$ cat config.mk
export PLATFORM = sky130hd
export DESIGN_NAME = modport_gpio
export DESIGN_NICKNAME = d
export VERILOG_FILES = /design/src/rtl/modport_gpio_pkg.sv /design/src/rtl/modport_gpio_sync.sv /design/src/rtl/modport_gpio.sv
export SDC_FILE = /design/constraint.sdc
export NUM_CORES = 1
export LEC_CHECK = 0
export ABC_CLOCK_PERIOD_IN_PS = 1500
export CAP_MARGIN = 20
export CORE_MARGIN = 4
export CORE_UTILIZATION = 49
export DETAILED_ROUTE_END_ITERATION = 7
export GPL_TIMING_DRIVEN = 0
export PLACE_DENSITY = 0.87
export SKIP_LAST_GASP = 1
export SYNTH_ARGS = -nofsm -noshare
export SYNTH_HDL_FRONTEND = slang
export SYNTH_SLANG_ARGS = --single-unit
$ cat constraint.sdc
create_clock -name PCLK -period 1.5 [get_ports PCLK]
set_input_delay 0.3 -clock PCLK [delete_from_list [all_inputs] [get_ports PCLK]]
set_output_delay 0.3 -clock PCLK [all_outputs]
set_load 0.01 [all_outputs]
$ cat src/rtl/modport_gpio_pkg.sv
// Shared definitions for the APB GPIO block: register indices and byte-lane write helper.
package modport_gpio_pkg;

   localparam logic [2:0] DIR     = 3'd0;
   localparam logic [2:0] OUT     = 3'd1;
   localparam logic [2:0] IN      = 3'd2;
   localparam logic [2:0] TR_TYPE = 3'd3;
   localparam logic [2:0] TR_LVL0 = 3'd4;
   localparam logic [2:0] TR_LVL1 = 3'd5;
   localparam logic [2:0] TR_STAT = 3'd6;
   localparam logic [2:0] IRQ_ENA = 3'd7;

   function automatic logic [7:0] byte_write(input logic [7:0] cur,
                                             input logic [7:0] wdata,
                                             input logic       strb);
      return strb ? wdata : cur;
   endfunction

endpackage

$ cat src/rtl/modport_gpio_sync.sv
// Two-flop input synchroniser plus a third stage holding the previous synchronised value.
module gpio_sync #(
   parameter int unsigned WIDTH = 8
) (
   input  logic             clk_i,
   input  logic             rst_ni,
   input  logic [WIDTH-1:0] d_i,
   output logic [WIDTH-1:0] sync_o,
   output logic [WIDTH-1:0] prev_o
);

   logic [WIDTH-1:0] meta_q;
   logic [WIDTH-1:0] sync_q;
   logic [WIDTH-1:0] prev_q;

   always_ff @(posedge clk_i or negedge rst_ni) begin
      if (!rst_ni) begin
         meta_q <= '0;
         sync_q <= '0;
         prev_q <= '0;
      end else begin
         meta_q <= d_i;
         sync_q <= meta_q;
         prev_q <= sync_q;
      end
   end

   assign sync_o = sync_q;
   assign prev_o = prev_q;

endmodule

$ cat src/rtl/modport_gpio.sv
// APB3/APB4 GPIO slave: direction/output registers, synchronised inputs, level/edge IRQ with W1C status.
module modport_gpio
   import modport_gpio_pkg::*;
#(
   parameter int unsigned PADDR_SIZE = 4,
   parameter int unsigned PDATA_SIZE = 8
) (
   input  logic                    PCLK,
   input  logic                    PRESETn,
   input  logic                    PSEL,
   input  logic                    PENABLE,
   input  logic [PADDR_SIZE-1:0]   PADDR,
   input  logic                    PWRITE,
   input  logic [PDATA_SIZE/8-1:0] PSTRB,
   input  logic [PDATA_SIZE-1:0]   PWDATA,
   output logic [PDATA_SIZE-1:0]   PRDATA,
   output logic                    PREADY,
   output logic                    PSLVERR,
   input  logic [PDATA_SIZE-1:0]   gpio_i,
   output logic [PDATA_SIZE-1:0]   gpio_o,
   output logic [PDATA_SIZE-1:0]   gpio_oe,
   output logic                    irq_o
);

   localparam int unsigned NBYTES = PDATA_SIZE / 8;

   logic [PDATA_SIZE-1:0] dir_q,  dir_d;
   logic [PDATA_SIZE-1:0] out_q,  out_d;
   logic [PDATA_SIZE-1:0] type_q, type_d;
   logic [PDATA_SIZE-1:0] lvl0_q, lvl0_d;
   logic [PDATA_SIZE-1:0] lvl1_q, lvl1_d;
   logic [PDATA_SIZE-1:0] stat_q, stat_d;
   logic [PDATA_SIZE-1:0] ena_q,  ena_d;
   logic                  irq_q,  irq_d;

   logic [PDATA_SIZE-1:0] in_s;
   logic [PDATA_SIZE-1:0] prev_s;
   logic [PDATA_SIZE-1:0] trig;
   logic [PDATA_SIZE-1:0] clr;
   logic [PDATA_SIZE-1:0] rdata;
   logic [2:0]            idx;
   logic                  addr_ok;
   logic                  access;
   logic                  err;
   logic                  wr_en;

   function automatic logic [PDATA_SIZE-1:0] merge(input logic [PDATA_SIZE-1:0] cur,
                                                   input logic [PDATA_SIZE-1:0] wdata,
                                                   input logic [NBYTES-1:0]     strb);
      logic [PDATA_SIZE-1:0] res;
      for (int b = 0; b < NBYTES; b++) begin
         res[b*8 +: 8] = byte_write(cur[b*8 +: 8], wdata[b*8 +: 8], strb[b]);
      end
      return res;
   endfunction

   gpio_sync #(
      .WIDTH(PDATA_SIZE)
   ) u_sync (
      .clk_i (PCLK),
      .rst_ni(PRESETn),
      .d_i   (gpio_i),
      .sync_o(in_s),
      .prev_o(prev_s)
   );

   assign idx     = PADDR[2:0];
   assign addr_ok = (PADDR[PADDR_SIZE-1:3] == '0);
   assign access  = PSEL & PENABLE;
   // Out-of-range addresses and writes to the read-only input register error out and commit nothing.
   assign err     = access & (~addr_ok | (PWRITE & (idx == IN)));
   assign wr_en   = access & PWRITE & ~err;

   assign trig = (~type_q & ((lvl1_q & in_s) | (lvl0_q & ~in_s)))
               | ( type_q & ((lvl1_q & in_s & ~prev_s) | (lvl0_q & ~in_s & prev_s)));

   always_comb begin
      dir_d  = dir_q;
      out_d  = out_q;
      type_d = type_q;
      lvl0_d = lvl0_q;
      lvl1_d = lvl1_q;
      ena_d  = ena_q;
      clr    = '0;
      if (wr_en) begin
         case (idx)
            DIR:     dir_d  = merge(dir_q,  PWDATA, PSTRB);
            OUT:     out_d  = merge(out_q,  PWDATA, PSTRB);
            TR_TYPE: type_d = merge(type_q, PWDATA, PSTRB);
            TR_LVL0: lvl0_d = merge(lvl0_q, PWDATA, PSTRB);
            TR_LVL1: lvl1_d = merge(lvl1_q, PWDATA, PSTRB);
            TR_STAT: clr    = merge('0,     PWDATA, PSTRB);
            IRQ_ENA: ena_d  = merge(ena_q,  PWDATA, PSTRB);
            default: ;
         endcase
      end
      // A new trigger wins over a same-cycle W1C clear.
      stat_d = (stat_q & ~clr) | trig;
      irq_d  = |(stat_q & ena_q);
   end

   always_comb begin
      rdata = '0;
      if (PSEL && !PWRITE && addr_ok) begin
         case (idx)
            DIR:     rdata = dir_q;
            OUT:     rdata = out_q;
            IN:      rdata = in_s;
            TR_TYPE: rdata = type_q;
            TR_LVL0: rdata = lvl0_q;
            TR_LVL1: rdata = lvl1_q;
            TR_STAT: rdata = stat_q;
            IRQ_ENA: rdata = ena_q;
            default: rdata = '0;
         endcase
      end
   end

   always_ff @(posedge PCLK or negedge PRESETn) begin
      if (!PRESETn) begin
         dir_q  <= '0;
         out_q  <= '0;
         type_q <= '0;
         lvl0_q <= '0;
         lvl1_q <= '0;
         stat_q <= '0;
         ena_q  <= '0;
         irq_q  <= 1'b0;
      end else begin
         dir_q  <= dir_d;
         out_q  <= out_d;
         type_q <= type_d;
         lvl0_q <= lvl0_d;
         lvl1_q <= lvl1_d;
         stat_q <= stat_d;
         ena_q  <= ena_d;
         irq_q  <= irq_d;
      end
   end

   assign PRDATA  = rdata;
   assign PREADY  = 1'b1;
   assign PSLVERR = err;
   assign gpio_o  = out_q;
   assign gpio_oe = dir_q;
   assign irq_o   = irq_q;

endmodule

## Word-level counts from Yosys, hierarchy flattened

Index checks and enable logic that the tools add are counted.

| storage, ports and cells | value |
|---|---|
| register bits after elaboration | 81 |
| input port bits | 26 |
| output and inout bits | 27 |

| operators by class | value |
|---|---|
| equal/unequal tests | 7 |
| muxes and demuxes | 5 |
| bitwise logic cells | 24 |
| reduce and logical (&&, ||, !) cells | 11 |

Operators by type and width:

| kind | number |
|---|---|
| bitwise AND 8 bit | 8 |
| one-hot mux 8 bit (8 select lines) | 1 |
| two-way mux 8 bit | 4 |
| inverter 8 bit | 4 |
| OR 8 bit | 4 |
| AND reduction 3 bit | 6 |
| == test 3 bit, second input constant | 4 |
| OR reduction 8 bit | 1 |
| == test 3 x 2 -> 1 bit, second input constant | 2 |
| bitwise AND 1 bit | 5 |
| == test 3 x 1 -> 1 bit, second input constant | 1 |
| logical NOT 3 bit | 1 |
| logical AND 1 bit | 2 |
| inverter 1 bit | 2 |
| logical NOT 1 bit | 1 |
| OR 1 bit | 1 |

## Longest topological paths before layout

| depth | value |
|---|---|
| depth after elaboration | 10 |
| mapped depth | 7 |
| depth with buffers taken out | 4 |

## Modules after synthesis

From an unflattened synthesis, not the netlist that was laid out.

| second synthesis, totals | value |
|---|---|
| cell total of the unflattened synthesis | 294 |
| area, all modules | 3668.5 µm² |

By module, submodules not included:

| module | times used | cells each | area an instance (µm²) | sequential area each (µm²) |
|---|---|---|---|---|
| modport_gpio | 1 | 270 | 3067.9 | 1426.4 |
| gpio_sync | 1 | 24 | 600.6 | 600.6 |

## Worst setup path before layout

OpenSTA, ideal clock, no wires.

| timing path | value |
|---|---|
| kind | input port to flip-flop |
| from | in PADDR[2] |
| to | reg lvl0_q[0] |
| library setup time | 0.125 ns |
| data arrival time | 1.660 ns |
| data required time | 1.375 ns |
| setup slack | -0.285 ns |
| cell stages on the path | 6 |
| cells stage by stage | buf_4 > inv_2 > or3_1 > buf_2 > nor3_4 > mux2_2 |

| between the ends | value |
|---|---|
| longest elaborated chain between the ends | 7 |

RTL lines:

| what | line | RTL |
|---|---|---|
| start: declaration | modport_gpio.sv:12 | `input logic [PADDR_SIZE-1:0] PADDR,` |
| == test 3 x 2 -> 1 bit | modport_gpio.sv:71 | `assign err = access & (~addr_ok \| (PWRITE & (idx == IN)));` |
| bitwise AND 1 bit | modport_gpio.sv:71 |  |
| OR 1 bit | modport_gpio.sv:71 |  |
| bitwise AND 1 bit | modport_gpio.sv:71 |  |
| inverter 1 bit | modport_gpio.sv:72 | `assign wr_en = access & PWRITE & ~err;` |
| bitwise AND 1 bit | modport_gpio.sv:72 |  |
| AND reduction 3 bit (no line) (*) | -- |  |
| end signal: assignment | modport_gpio.sv:133 | `lvl0_q <= lvl0_d;` |
| end: declaration | modport_gpio.sv:30 | `logic [PDATA_SIZE-1:0] lvl0_q, lvl0_d;` |

Every way passes the cells marked *; elsewhere a longest branch is shown, timed or not.
A chain may end at the register's enable or synchronous reset.

## Worst setup path after layout

| timing path | value |
|---|---|
| from | reg lvl1_q[5] |
| to | out PRDATA[5] |

| between the ends | value |
|---|---|
| longest elaborated chain between the ends | 2 |

RTL lines:

| what | line | RTL |
|---|---|---|
| start: declaration | modport_gpio.sv:31 | `logic [PDATA_SIZE-1:0] lvl1_q, lvl1_d;` |
| start signal: assignment | modport_gpio.sv:134 | `lvl1_q <= lvl1_d;` |
| one-hot mux 8 bit (8 select lines) | modport_gpio.sv:105 | `case (idx)` |
| two-way mux 8 bit | modport_gpio.sv:104 | `if (PSEL && !PWRITE && addr_ok) begin` |
| end: declaration | modport_gpio.sv:16 | `output logic [PDATA_SIZE-1:0] PRDATA,` |

No other way between the ends.

==> out/results.ini <==
[critical_path]
r2r_cells=5
crit_slowest_cell=dfrtp_1
r2r_setup_slack_ns=0.31
cp_max_fo=2
cp-start-kind=flop
r2r_start=lvl1_q[5]
critPathCaptureType=primary output
crit_end=PRDATA[5]
path_cells=mux2i_1 > a211oi_2 > o221a_2 > buf_6
arrival_ns=1.46
cp_top_family=flip-flops
max_stage_delay_ns=0.41
setup.worst_path.class=flop to primary output
crit_cells=4
critPathLaunch=lvl1_q[5]
crit_buf_inv=1
critPathRequiredTime_ns=1.20
r2r_end=stat_q[5]

[hold_path]
hold_class=flop to flop

[synth]
synthMuxAreaShare_pct=21.41
syn_area_mm2=0.003652
ys_seq_area_share_pct=55.50
ys_types=45
synth_top_area_share_pct=55.50
avgSynthCellArea_um2=12.91
synth-adder-area-share_pct=0
syn_nets=309
synthSimpleGateAreaFrac_pct=9.044
synth_xor_area_share_pct=1.679
synth-compound-area-share_pct=10.38
ys_ff_latch=81
synth_cells=283
yosys.area.top_type=dfrtp_1
synth.area.top_cells=dfrtp_1 55%, mux2_2 15%, mux2i_1 6.3%
ys_warn_count=0
synth_top_family_by_area=multiplexers

[clock_network]
cts_tree=done
cts.sinks=81
ctsRootBufferMaster=clkbuf_8
clockBufferDepth=2
cts_made_buffers=9
insertion_delay_ns=0.36
clkSlewWorstSetupHoldPaths_ns=0.08
htreeDepth=3

[grt]
grt_pass1_vias=3167
antenna_found_initial=0
grt_max_degree=43
grt.total_usage_pct=25.32
grt_pass1_wl_um=16730
grt_overflow=0

[placed_design]
dp_hpwl_um=5895
dp.cells=433
gp_congestion=0.8422
numPortBuffers=50
placed_area_mm2=0.004498

[final_layout]
area_growth_pct=45.60
layout_common_cells=81 x dfrtp_1, 49 x buf_4, 31 x mux2_4
final_cells=504
nFillCells=473
fin_nets=426
drive_gt1_share_pct=45.68
fin_area_mm2=0.005318
final_common_cell=dfrtp_1
antenna_cells=0

[routing]
drt-total-wl_um=10910
ant_nets=0
wl_per_cell_um=21.65
drtIter0Drc=214
dr_total_vias=2920
drtPass1Iterations=4
avgViaCountPerCell=5.794
drc_errors=0

[timing]
slew_viol_final=0
skew_ns=0.01333
relSlewSlack_pct=63.71
post-route-min-period_ns=1.758
finalSetupTns_ns=-1.786
max_freq_mhz=568.8
layout_setup_ws_ns=-0.2582
finalSetupViolCount=8
grt_setup_unrepaired=true
worst_slew_pin_slew_ns=0.5444
period_share_pct=117.2
finalHoldViolCount=0

[die]
initial_core_util_pct=50.35
die_area_mm2=0.008899
dieWidth_um=94.34
boundaryPins=53
core_mm2=0.007253
rows=31
dieHeight_um=94.34

[status]
failed_checks=setup timing
status=finished with violations

[pwr]
powerDensity_mw_per_mm2=962.9
p_leak_nw=2.465
ir_drop_v=0.0005868

[job]
maxCapViolCount=0

-- worst reg2reg max path, stage by stage, from the launching register on --
cell and delay [ns]:
dfrtp_1 0.41, buf_4 0.14, buf_4 0.13, mux2i_1 0.14
a21oi_1 0.07, a21o_1 0.18
-- final cells by class --
type	instances	area (um^2)	share of cell area (%)
Buffer	10	146.4	2.753
Clock buffer	11	131.4	2.471
Multi-Input combinational cell	188	1854	34.87
Inverter	3	16.27	0.3059
Timing Repair Buffer	107	962.2	18.09
Tap cell	99	123.9	2.329
Sequential cell	81	2027	38.12
Clock inverter	5	56.30	1.059
-- layer usage --
| layer | part of all wire [%] | wire length (um) | vias to the layer above | GRT usage [%] |
|---|---|---|---|---|
| met5 | 0 | 0 | - | 0 |
| met4 | 3.3 | 357 | 0 | 14.08 |
| met3 | 7.4 | 807 | 33 | 5.896 |
| met2 | 50 | 5424 | 139 | 42.20 |
| met1 | 40 | 4322 | 1475 | 30.26 |
| li1 | - | - | 1273 | - |
-- worst min path at each step --
stage / startpoint / endpoint / slack, ns / depth (start not counted)
2_1_floorplan: PRESETn / ena_q[0] / 0.004 / 0
3_3_place_gp: u_sync.meta_q[1] / u_sync.sync_o[1] / 0.33 / 0
3_5_place_dp: PRESETn / lvl1_q[3] / 0.31 / 1
4_1_cts: u_sync.meta_q[6] / u_sync.sync_o[6] / 0.35 / 0
5_1_grt: u_sync.meta_q[6] / u_sync.sync_o[6] / 0.35 / 0
6_report: u_sync.meta_q[6] / u_sync.sync_o[6] / 0.34 / 0
-- power breakdown --
group          internal, W  switching, W
Combinational     0.000552      0.000455
Sequential         0.00239      0.000157
Clock             0.000768      0.000798
Total              0.00371       0.00141
-- cell families after synthesis --
kind of cell,after synthesis
compound gates,59
other cells,1
flops,81
buf+inv,14
xor+xnor,7
mux,72
simple gates,49
-- per-stage QoR --
stage,hold slack (ns),setup slack [ns],utilization [%],total power (W)
2_1_floorplan,0.004409,-0.2338,-,0.002996
3_3_place_gp,0.3322,-2.632,61.77,0.003324
3_5_place_dp,0.3102,-1.721,62.01,0.003363
4_1_cts,0.3460,-0.2376,71.30,0.005012
5_1_grt,0.3528,-0.3061,73.31,0.005316
6_report,0.3444,-0.2582,73.31,0.005121
-- registers in the layout, summed over array words and instances (netlist names) --
name	flops
u_sync.prev_o	8
lvl0_q	8
stat_q	8
gpio_o	8
irq_o	1
lvl1_q	8
u_sync.sync_o	8
gpio_oe	8
u_sync.meta_q	8
type_q	8
ena_q	8
-- synth_stat cells, drive strengths merged --
cell type	n
dfrtp	81
mux2	49
mux2i	23
nand2	17
a21oi	15
o21ai	14
a21o	9
buf	8
xnor2	7
nand3	6
a211oi	5
nor2	5
a22oi	4
nor3	4
nor3b	4
clkbuf	3
inv	3
nand2b	3
nor4	3
a31oi	2
nand4	2
o221a	2
o22ai	2
a211o	1
a21boi	1
a31o	1
a32oi	1
and3	1
conb	1
nand3b	1
nor2b	1
o211ai	1
o311a	1
or2	1
or3	1
-- what timing repair did --
item,CTS,global route
hold endpoints to repair,39,0
buffers inserted,42,12
gates resized for setup,125,22
hold buffers,1,0
pin swaps,24,12
cloned,1,0
endpoints found under the setup margin,82,37
Note: power is estimated with default switching activity, not from simulation.
